--- config.mk ---
export PLATFORM = sky130hd
export DESIGN_NAME = alu_arbiter
export DESIGN_NICKNAME = d
export VERILOG_FILES = /design/src/rtl/alu_arbiter_pkg.sv /design/src/rtl/alu.sv /design/src/rtl/alu_arbiter_rr_arbiter.sv /design/src/rtl/alu_arbiter.sv
export SDC_FILE = /design/constraint.sdc
export NUM_CORES = 1
export LEC_CHECK = 0
export ABC_AREA = 1
export CORE_AREA = 2 2 211 213
export DETAILED_ROUTE_END_ITERATION = 8
export DIE_AREA = 0 0 213 215
export DONT_BUFFER_PORTS = 1
export PLACE_DENSITY_LB_ADDON = 0.25
export SYNTH_ARGS = -nofsm -noshare
export SYNTH_HDL_FRONTEND = slang
export SYNTH_SLANG_ARGS = --single-unit
--- constraint.sdc ---
create_clock -name clk -period 3.9 [get_ports clk]
set_input_delay 0.78 -clock clk [delete_from_list [all_inputs] [get_ports clk]]
set_output_delay 0.78 -clock clk [all_outputs]
set_load 0.02 [all_outputs]
--- src/rtl/alu_arbiter_pkg.sv ---
// Shared types for the ALU arbiter: ALU control codes, arbiter FSM states and ALU flag layout.
package alu_arbiter_pkg;

  localparam int ALU_W  = 32;
  localparam int CTRL_W = 4;

  typedef enum logic [CTRL_W-1:0] {
    ALU_ADD  = 4'b0000,
    ALU_SUB  = 4'b0001,
    ALU_SLL  = 4'b0010,
    ALU_SLT  = 4'b0011,
    ALU_SRA  = 4'b0100,
    ALU_XOR  = 4'b0101,
    ALU_SRL  = 4'b0110,
    ALU_SLTU = 4'b0111,
    ALU_OR   = 4'b1000,
    ALU_AND  = 4'b1001
  } alu_ctrl_e;

  typedef enum logic [1:0] {
    IDLE,
    EXEC,
    DONE
  } arb_state_e;

  typedef struct packed {
    logic z;
    logic n;
    logic v;
    logic c;
  } alu_flags_t;

  function automatic logic ctrl_is_legal(input logic [CTRL_W-1:0] ctrl);
    return ctrl <= CTRL_W'(ALU_AND);
  endfunction

endpackage

--- src/rtl/alu.sv ---
// Combinational integer ALU; flags are {Z,N,V,C}, V/C meaningful for add/sub only.
module alu
  import alu_arbiter_pkg::*;
(
  input  logic [ALU_W-1:0]  a,
  input  logic [ALU_W-1:0]  b,
  input  logic [CTRL_W-1:0] ctrl,
  output logic [ALU_W-1:0]  result,
  output alu_flags_t        flags
);

  logic signed [ALU_W-1:0] a_s;
  logic signed [ALU_W-1:0] b_s;
  logic [ALU_W:0]          sum;
  logic [4:0]              shamt;
  logic                    v;
  logic                    c;

  assign a_s   = a;
  assign b_s   = b;
  assign shamt = b[4:0];

  always_comb begin
    sum    = '0;
    result = '0;
    v      = 1'b0;
    c      = 1'b0;
    case (ctrl)
      ALU_ADD: begin
        sum    = {1'b0, a} + {1'b0, b};
        result = sum[ALU_W-1:0];
        c      = sum[ALU_W];
        v      = (a[ALU_W-1] == b[ALU_W-1]) && (result[ALU_W-1] != a[ALU_W-1]);
      end
      ALU_SUB: begin
        // carry is the inverted borrow: set when a >= b unsigned
        sum    = {1'b0, a} + {1'b0, ~b} + {{ALU_W{1'b0}}, 1'b1};
        result = sum[ALU_W-1:0];
        c      = sum[ALU_W];
        v      = (a[ALU_W-1] != b[ALU_W-1]) && (result[ALU_W-1] != a[ALU_W-1]);
      end
      ALU_SLL:  result = a << shamt;
      ALU_SLT:  result = {{(ALU_W-1){1'b0}}, a_s < b_s};
      ALU_SRA:  result = a_s >>> shamt;
      ALU_XOR:  result = a ^ b;
      ALU_SRL:  result = a >> shamt;
      ALU_SLTU: result = {{(ALU_W-1){1'b0}}, a < b};
      ALU_OR:   result = a | b;
      ALU_AND:  result = a & b;
      default:  result = '0;
    endcase
    flags = '{z: (result == '0), n: result[ALU_W-1], v: v, c: c};
  end

endmodule

--- src/rtl/alu_arbiter_rr_arbiter.sv ---
// Combinational round-robin arbiter: grants the first requester after ptr, wrapping around.
module rr_arbiter #(
  parameter int N     = 2,
  parameter int IDX_W = 1
) (
  input  logic [N-1:0]     req,
  input  logic [IDX_W-1:0] ptr,
  input  logic             en,
  output logic [N-1:0]     grant,
  output logic [IDX_W-1:0] idx
);

  logic found;

  always_comb begin
    grant = '0;
    idx   = '0;
    found = 1'b0;
    for (int k = 1; k <= N; k++) begin
      for (int i = 0; i < N; i++) begin
        if (!found && en && req[i] && (((int'(ptr) + k) % N) == i)) begin
          found    = 1'b1;
          grant[i] = 1'b1;
          idx      = IDX_W'(i);
        end
      end
    end
  end

endmodule

--- src/rtl/alu_arbiter.sv ---
// Round-robin sharing of one ALU between NUM_REQ requesters, registered operands and result.
// Optional ALU_ARBITER_OPCHK_EN: illegal ctrl codes return result/flags 0 with rsp_err=1.
module alu_arbiter
  import alu_arbiter_pkg::*;
#(
  parameter int NUM_REQ = 2,
  parameter int TAG_W   = 4
) (
  input  logic                               clk,
  input  logic                               rst,
  input  logic [NUM_REQ-1:0]                 req_valid,
  output logic [NUM_REQ-1:0]                 req_ready,
  input  logic [NUM_REQ-1:0][ALU_W-1:0]      req_op_a,
  input  logic [NUM_REQ-1:0][ALU_W-1:0]      req_op_b,
  input  logic [NUM_REQ-1:0][CTRL_W-1:0]     req_ctrl,
  input  logic [NUM_REQ-1:0][TAG_W-1:0]      req_tag,
  output logic                               rsp_valid,
  input  logic                               rsp_ready,
  output logic [ALU_W-1:0]                   rsp_result,
  output logic [3:0]                         rsp_flags,
  output logic [$clog2(NUM_REQ)-1:0]         rsp_id,
  output logic [TAG_W-1:0]                   rsp_tag,
  output logic                               rsp_err
);

  localparam int IDX_W = $clog2(NUM_REQ);

  arb_state_e         state_q;
  arb_state_e         state_d;
  logic [IDX_W-1:0]   ptr_q;
  logic [IDX_W-1:0]   grant_idx;
  logic [NUM_REQ-1:0] grant;
  logic               arb_en;
  logic               accept;

  logic [ALU_W-1:0]   op_a_p0;
  logic [ALU_W-1:0]   op_b_p0;
  logic [CTRL_W-1:0]  ctrl_p0;
  logic [TAG_W-1:0]   tag_p0;
  logic [IDX_W-1:0]   id_p0;

  logic [CTRL_W-1:0]  alu_ctrl;
  logic [ALU_W-1:0]   alu_result;
  alu_flags_t         alu_flags;
  logic [ALU_W-1:0]   exec_result;
  alu_flags_t         exec_flags;
  logic               exec_err;

  logic [ALU_W-1:0]   result_p1;
  alu_flags_t         flags_p1;
  logic [IDX_W-1:0]   id_p1;
  logic [TAG_W-1:0]   tag_p1;
  logic               err_p1;
  logic               vld_p1;

  rr_arbiter #(
    .N     (NUM_REQ),
    .IDX_W (IDX_W)
  ) u_rr (
    .req   (req_valid),
    .ptr   (ptr_q),
    .en    (arb_en),
    .grant (grant),
    .idx   (grant_idx)
  );

  assign req_ready = grant;
  assign accept    = |grant;

  // A grant is only offered when the result register is free or being drained this cycle;
  // reset suppresses it so a request coinciding with rst is never accepted.
  always_comb begin
    state_d = state_q;
    arb_en  = 1'b0;
    case (state_q)
      IDLE: begin
        arb_en = !rst;
        if (accept) state_d = EXEC;
      end
      EXEC: state_d = DONE;
      DONE: begin
        arb_en = !rst && rsp_ready;
        if (rsp_ready) state_d = accept ? EXEC : IDLE;
      end
      default: state_d = IDLE;
    endcase
  end

  always_ff @(posedge clk) begin
    if (rst) begin
      state_q <= IDLE;
      ptr_q   <= IDX_W'(NUM_REQ - 1);
    end else begin
      state_q <= state_d;
      if (accept) ptr_q <= grant_idx;
    end
  end

  // ---- stage p0: operand capture at accept ----
  always_ff @(posedge clk) begin
    if (accept) begin
      op_a_p0 <= req_op_a[grant_idx];
      op_b_p0 <= req_op_b[grant_idx];
      ctrl_p0 <= req_ctrl[grant_idx];
      tag_p0  <= req_tag[grant_idx];
      id_p0   <= grant_idx;
    end
  end

`ifdef ALU_ARBITER_OPCHK_EN
  logic bad_p0;

  always_ff @(posedge clk) begin
    if (accept) bad_p0 <= !ctrl_is_legal(req_ctrl[grant_idx]);
  end

  assign alu_ctrl    = bad_p0 ? CTRL_W'(ALU_ADD) : ctrl_p0;
  assign exec_result = bad_p0 ? '0 : alu_result;
  assign exec_flags  = bad_p0 ? '0 : alu_flags;
  assign exec_err    = bad_p0;
`else
  assign alu_ctrl    = ctrl_p0;
  assign exec_result = alu_result;
  assign exec_flags  = alu_flags;
  assign exec_err    = 1'b0;
`endif

  alu u_alu (
    .a      (op_a_p0),
    .b      (op_b_p0),
    .ctrl   (alu_ctrl),
    .result (alu_result),
    .flags  (alu_flags)
  );

  // ---- stage p1: result capture at the end of EXEC, held until drained ----
  always_ff @(posedge clk) begin
    if (rst) begin
      result_p1 <= '0;
      flags_p1  <= '0;
      id_p1     <= '0;
      tag_p1    <= '0;
      err_p1    <= 1'b0;
    end else if (state_q == EXEC) begin
      result_p1 <= exec_result;
      flags_p1  <= exec_flags;
      id_p1     <= id_p0;
      tag_p1    <= tag_p0;
      err_p1    <= exec_err;
    end
  end

  assign vld_p1     = (state_q == DONE);
  assign rsp_valid  = vld_p1;
  assign rsp_result = result_p1;
  assign rsp_flags  = flags_p1;
  assign rsp_id     = id_p1;
  assign rsp_tag    = tag_p1;
  assign rsp_err    = err_p1;

endmodule

==> qor.yml, run 1 <==
critical_path_arrival_ns: 3.94
layout_common_cells: "1,065 x nand2_1, 411 x nand3_1, 349 x inv_1, 204 x nor2_1, 98 x ha_1"
synth-edff-count: 73
track_usage: 0.311
worstSetupStartpoint: "op_a_p0[2]$_DFFE_PP_"
io-pin-count: 194
layout-drive-gt1-share: 0.0486
cts_sinks: 116
p_seq_frac: 0.280
die_h_um: 215
area_growth_pct: 8.30
grt_remaining_overflow: 0
tightestPinTransition_ns: 0.999
setup_viol: 0
synthAdderAreaFrac: 0.0843
final_hold_viol_count: 0
cp_cell_sequence: "inv_1 > ha_1 > inv_1 > a21oi_1 > nand2_1 > nand2_1 > nand2_1 > o21ai_0 > nand3_1 > a21oi_1 > nand2_1 > nor2_1 > nand2_1 > nor2_1 > nand3_1 > a21oi_2"
worst-path-buf-inv: 2
routed_wl_mm: 70.9
synth.avg_cell_area_um2: 5.55
slew_headroom: 0.333
drv_slew: 0
path_clk_slew_ns: 0.06
die_area_um2: 45800
max-cap-violations: 0
whs_ns: 0.358
endpoint_kind: "flop"
yosys.area_share.xor_xnor: 0.000583
clk_path_buf_depth: 2
initial_utilization: 0.344
intPower_mw: 3.08
hp-start: "rst"
cts_resized: 0
dp_slack_ns: 0.498
dp_hpwl_mm: 58.6
crit_type: "reg -> reg"
slowest_stage: "ha_1"
drc: 0
drtIter0Drc: 2112
tritoncts: "yes"
row_count: 77
clock_power_share: 0.268
dpl.cell_count: 3237
grt_pass1_wl_mm: 105
setup_tns_ns: 0
wire_per_inst_um: 21.7
reg2reg_to: "rsp_flags[3]$_SDFFE_PP0N_"
gp_congestion: 1.02
synth-async-reset-ratio: 0
ir_drop_uv: 301
antenna_found_initial: 1
cts_max_level: 4
final.fill_count: 4939
leakagePower_nw: 8.83
start_kind: "flop"
synth_mux_area_frac: 0
rr_startpoint: "op_a_p0[2]$_DFFE_PP_"
fp.dieW_um: 213
synth-main-ff-cell: "edfxtp_1"
fin_cells: 3270
synth_compound_area_frac: 0.0914
fin_crit_ns: 3.52
swShare: 0.474
ys_seq_area_frac: 0.203
min_to: "rsp_flags[3]$_SDFFE_PP0N_"
design_area_um2: 16300
synth_nets: 2953
synth_cell_types: 43
via_per_inst: 5.50
hold_depth: 1
numCtsBuffers: 17
clkLatencyLatePin_ns: 0.47
cts_root_buffer: "clkbuf_16"
placed_area_um2: 15700
fmax_mhz: 284
crit_family: "simple AND/OR/NAND/NOR gates"
synth_cells: 2704
cts_hold_buf: 0
synthSimpleGateAreaFrac: 0.489
max_stage_delay_ns: 0.46
ys.warnings.count: 0
vias: 18000
cp_max_fo: 9
outcome: "finished clean"
ant_nets: 0
numPortBuffers: 0
r2r_cells: 16
reg2reg_slack_ns: 0.38
post-cts-setup-buffer-count: 0
synth_top_family_by_area: "simple AND/OR/NAND/NOR gates"
combPwrFrac: 0.453
setup_ws_ns: 0.379
ys_ff_latch: 116
rsz0062_at_grt: "false"
grt_pass1_vias: 16900
synth_area_um2: 15000
core_um2: 43600
required_ns: 4.32
grt_max_degree: 76
finalCritPeriodShare: 0.903
power.density_nw_per_um2: 360
p_switching_mw: 2.77
hp-class: "in -> reg"
nets: 2913
crit_path_frequent_cell: "nand2_1"
firstDrtPassIters: 5
final_common_cell: "nand2_1"
clock_skew_ns: 0.0120
## cell families after synthesis
family | count (synthesis)
AND/OR/NAND/NOR | 1767
AO/OA/AOI/OAI | 237
buffers and inverters | 482
XOR/XNOR | 1
flip-flops | 116
adder cells (fa/ha/maj) | 100
other | 1
## per-layer routing
layer,wire (um),GRT usage,vias up
met5,0,0,-
met4,2460,0.110,0
met3,5880,0.0520,113
met2,31500,0.486,824
met1,31000,0.430,8517
li1,-,-,8547
## stage by stage
stage,utilization,total power [mW]
final,0.373,5.85
after global routing,0.373,6.19
after CTS,0.373,5.81
after detailed placement,0.360,4.22
after global placement,0.360,4.23
after floorplan,-,3.32
## power groups by stage
stage	Sequential, mW	Combinational, mW	Clock [mW]
after global placement	1.66	2.57	0
after detailed placement	1.66	2.57	0
final	1.64	2.65	1.57
after global routing	1.64	2.90	1.65
after floorplan	1.61	1.71	0
after CTS	1.63	2.58	1.60
## cell usage after synthesis (10+ instances only)
master / n / area share
inv_1: 351 / 0.088
o21ai_1: 17 / 0.0057
ha_1: 98 / 0.082
o211ai_1: 34 / 0.017
dfxtp_1: 43 / 0.057
nand2_2: 10 / 0.0042
nand2_1: 1067 / 0.27
nor2_1: 204 / 0.051
o21ai_0: 51 / 0.017
nor3_1: 22 / 0.0073
buf_4: 11 / 0.0055
o22ai_1: 17 / 0.0071
clkbuf_1: 35 / 0.0087
nand3_1: 411 / 0.14
edfxtp_1: 73 / 0.15
buf_2: 52 / 0.017
nand4_1: 27 / 0.011
a21oi_1: 87 / 0.029
buf_1: 17 / 0.0042
## worst max path at each step
stage / to / slack [ns] / depth (start not counted)
floorplan: alu_ctrl[0]$_DFFE_PP_ / 0.52 / 5
global placement: rsp_flags[3]$_SDFFE_PP0N_ / 0.45 / 20
detailed placement: rsp_flags[3]$_SDFFE_PP0N_ / 0.50 / 19
CTS: rsp_flags[3]$_SDFFE_PP0N_ / 0.49 / 19
global route: rsp_flags[3]$_SDFFE_PP0N_ / 0.17 / 20
finish: rsp_flags[3]$_SDFFE_PP0N_ / 0.38 / 16
## registers in the layout, summed over array words and instances, names as in the netlist
register	count
rsp_id	1
tag_p0	4
state_q	2
op_b_p0	32
alu_ctrl	4
ptr_q	1
op_a_p0	32
id_p0	1
rsp_flags	3
rsp_tag	4
rsp_result	32
## final cells by class
cell class                      instances  area [um^2]  share of cell area
Multi-Input combinational cell       2106        10000               0.615
Sequential cell                       116         3050               0.188
Inverter                              359         1350              0.0830
Tap cell                              592          741              0.0455
Timing Repair Buffer                   64          543              0.0334
Clock buffer                           18          429              0.0264
Clock inverter                         14          144             0.00884
Antenna cell                            1         2.50            0.000154
Note: power is estimated with default switching activity, not from simulation.
==> run 2, diff against run 1 <==
--- a/config.mk
+++ b/config.mk
@@ -6,9 +6,9 @@
 export NUM_CORES = 1
 export LEC_CHECK = 0
 export ABC_AREA = 1
-export CORE_AREA = 2 2 211 213
+export CORE_AREA = 2 2 189 237
 export DETAILED_ROUTE_END_ITERATION = 8
-export DIE_AREA = 0 0 213 215
+export DIE_AREA = 0 0 191 239
 export DONT_BUFFER_PORTS = 1
 export PLACE_DENSITY_LB_ADDON = 0.25
 export SYNTH_ARGS = -nofsm -noshare
==> constraint.sdc (replaced) <==
create_clock -name clk -period 2.9 [get_ports clk]
set_input_delay 0.58 -clock clk [delete_from_list [all_inputs] [get_ports clk]]
set_output_delay 0.58 -clock clk [all_outputs]
set_load 0.02 [all_outputs]
==> run 2 against run 1 <==
Non-clock buffer count increased by 331. Worst hold slack lost 0.19 ns. Clock power up 35%. Die area shrank 0.32%. Setup slack worse by 0.37 ns. Routed wire length increased by 8.5%. Clock skew increased by 0.0086 ns. Largest cell class unchanged. Largest power group unchanged.
==> qor.yml, run 2 (synthesized netlist as in run 1, its figures left out) <==
antenna_found_initial: 1  # unchanged
area_growth_pct: 34.5
wire_per_inst_um: 21.5  # -0.96%
crit_type: "reg -> reg"
cts_sinks: 116  # unchanged
crit_family: "simple AND/OR/NAND/NOR gates"
required_ns: 3.31  # -1.01 ns
fmax_mhz: 346  # +22%
core_um2: 43600  # -0.15%
finalCritPeriodShare: 0.996  # +0.0927
grt_remaining_overflow: 0  # unchanged
dpl.cell_count: 3517  # +8.6%
reg2reg_to: "rsp_flags[3]$_SDFFE_PP0N_"
ir_drop_uv: 482  # +60%
outcome: "finished clean"
fin_crit_ns: 2.89  # -0.634 ns
rr_startpoint: "op_b_p0[0]$_DFFE_PP_"
drv_slew: 0  # unchanged
grt_pass1_vias: 18600  # +10%
drc: 0  # unchanged
min_to: "rsp_flags[3]$_SDFFE_PP0N_"
die_area_um2: 45600  # -0.32%
power.density_nw_per_um2: 457  # +27%
final_common_cell: "nand2_1"
cts_hold_buf: 0  # unchanged
critical_path_arrival_ns: 3.29  # -0.65 ns
worst-path-buf-inv: 5  # +3
io-pin-count: 194  # unchanged
hold_depth: 1  # unchanged
crit_path_frequent_cell: "nand2_1"
cp_cell_sequence: "buf_6 > ha_4 > inv_2 > fa_2 > inv_2 > nand2_2 > nand3_2 > nand2_1 > inv_1 > nand2_1 > nand3_1 > o211ai_1 > a21oi_1 > nand2_1 > inv_1 > nand2_1 > nor2_2 > nand2_2 > nor2_2 > nand3_2 > a21oi_2"
max_stage_delay_ns: 0.47  # about the same
clk_path_buf_depth: 2  # unchanged
numCtsBuffers: 17  # unchanged
r2r_cells: 21  # +5
leakagePower_nw: 10.7  # +21%
clkLatencyLatePin_ns: 0.47  # about the same
path_clk_slew_ns: 0.07  # about the same
layout-drive-gt1-share: 0.242  # +0.193
ant_nets: 0  # unchanged
drtIter0Drc: 1700  # -20%
track_usage: 0.332  # +0.0212
slowest_stage: "edfxtp_1"
numPortBuffers: 0  # unchanged
max-cap-violations: 0  # unchanged
dp_hpwl_mm: 63.0  # +7.6%
vias: 19400  # +7.7%
tightestPinTransition_ns: 0.761  # -0.238 ns
hp-class: "in -> reg"
rsz0062_at_grt: "true"
grt_max_degree: 75  # -1.3%
grt_pass1_wl_mm: 112  # +6.3%
start_kind: "flop"
design_area_um2: 20200  # +24%
endpoint_kind: "flop"
nets: 3244  # +11%
worstSetupStartpoint: "op_b_p0[0]$_DFFE_PP_"
slew_headroom: 0.488  # +0.155
reg2reg_slack_ns: 0.01  # -0.37 ns
layout_common_cells: "989 x nand2_1, 368 x nand3_1, 366 x buf_4, 329 x inv_1, 138 x nor2_1"
routed_wl_mm: 76.9  # +8.5%
fin_cells: 3581  # +9.5%
cts_root_buffer: "clkbuf_16"
row_count: 86  # +12%
die_h_um: 239  # +11%
fp.dieW_um: 191  # -10%
final_hold_viol_count: 0  # unchanged
cp_max_fo: 3  # -6
clock_skew_ns: 0.0206  # +0.00857 ns
placed_area_um2: 18100  # +15%
initial_utilization: 0.345  # +0.000504
hp-start: "rst"
cts_max_level: 4  # unchanged
tritoncts: "yes"
via_per_inst: 5.41  # -1.7%
gp_congestion: 1.01  # -1.2%
setup_viol: 0  # unchanged
firstDrtPassIters: 6  # +1
## run 2: changes by cell type in the layout (fill, tap and decap cells not counted), moves of 30 or more
| cell | delta |
|---|---|
| buf_4 | +307 |
| ha_1 | -30 |
| nand2_1 | -76 |
| nand2_2 | +65 |
| nand3_1 | -43 |
| nand3_2 | +33 |
| nor2_1 | -66 |
| nor2_2 | +43 |
## run 2: cell type report
type                    instances  area [um^2]
flip-flops and latches        116         3050
repair buffers                395         3250
diodes                          1         2.50
fillers                      4735        23400
clock buffers                  20          483
inverters                     359         1350
multi-input cells            2106        11300
clock inverters                12         88.8
well taps                     572          716
## run 2: stage by stage
step | util | setup WS, ns | TNS [ns] | total power, mW | hold slack (ns)
2_1_floorplan | - | 0.00436 | 0 | 4.47 | 0.451
6_report | 0.464 | 0.0129 | 0 | 9.24 | 0.167
4_1_cts | 0.439 | -0.0222 | -0.0222 | 8.80 | 0.144
3_3_place_gp | 0.414 | -0.597 | -2.17 | 6.48 | 0.479
5_1_grt | 0.464 | -0.108 | -0.294 | 9.72 | 0.148
3_5_place_dp | 0.414 | -0.625 | -2.12 | 6.49 | 0.500
## run 2: power by group
| part | switching, mW | internal, mW | leakage [nW] |
|---|---|---|---|
| Clock | 0.906 | 1.21 | 0.290 |
| Combinational | 3.06 | 1.89 | 9.37 |
| Sequential | 0.219 | 1.95 | 1.04 |
| Total | 4.18 | 5.06 | 10.7 |
## run 2: worst register-to-register path, stage by stage (launching register included)
cell      delay (ns)
edfxtp_1        0.47
buf_6           0.15
ha_4            0.13
inv_2           0.04
fa_2            0.35
inv_2           0.08
nand2_2         0.07
nand3_2         0.08
nand2_1         0.07
inv_1           0.09
nand2_1         0.05
nand3_1         0.06
o211ai_1        0.19
a21oi_1         0.19
nand2_1         0.06
inv_1           0.07
nand2_1         0.06
nor2_2          0.14
nand2_2         0.11
nor2_2          0.13
nand3_2         0.09
a21oi_2         0.13
## run 2: repair_timing
| item | CTS | global route |
|---|---|---|
| gates resized for setup | 118 | 239 |
| endpoints found under the setup margin | 11 | 12 |
| pin swaps | 15 | 54 |
| cloned | 0 | 2 |
| buffers inserted | 11 | 18 |
## run 2: how the worst max path moves through the flow
stage | end | slack (ns) | depth (start not counted)
finish | rsp_flags[3]$_SDFFE_PP0N_ | 0.01 | 21
global route | rsp_flags[3]$_SDFFE_PP0N_ | -0.11 | 20
CTS | rsp_flags[3]$_SDFFE_PP0N_ | -0.02 | 19
detailed placement | rsp_flags[3]$_SDFFE_PP0N_ | -0.63 | 19
global placement | rsp_flags[3]$_SDFFE_PP0N_ | -0.60 | 19
floorplan | rsp_flags[3]$_SDFFE_PP0N_ | 0.004 | 23
## run 2: metal layers
metal / part of all wire / track usage / up-vias
met1: 0.41 / 0.411 / 9164
met3: 0.056 / 0.0342 / 209
met2: 0.47 / 0.557 / 792
li1: - / - / 9216
met4: 0.066 / 0.193 / 0
met5: 0 / 0 / -
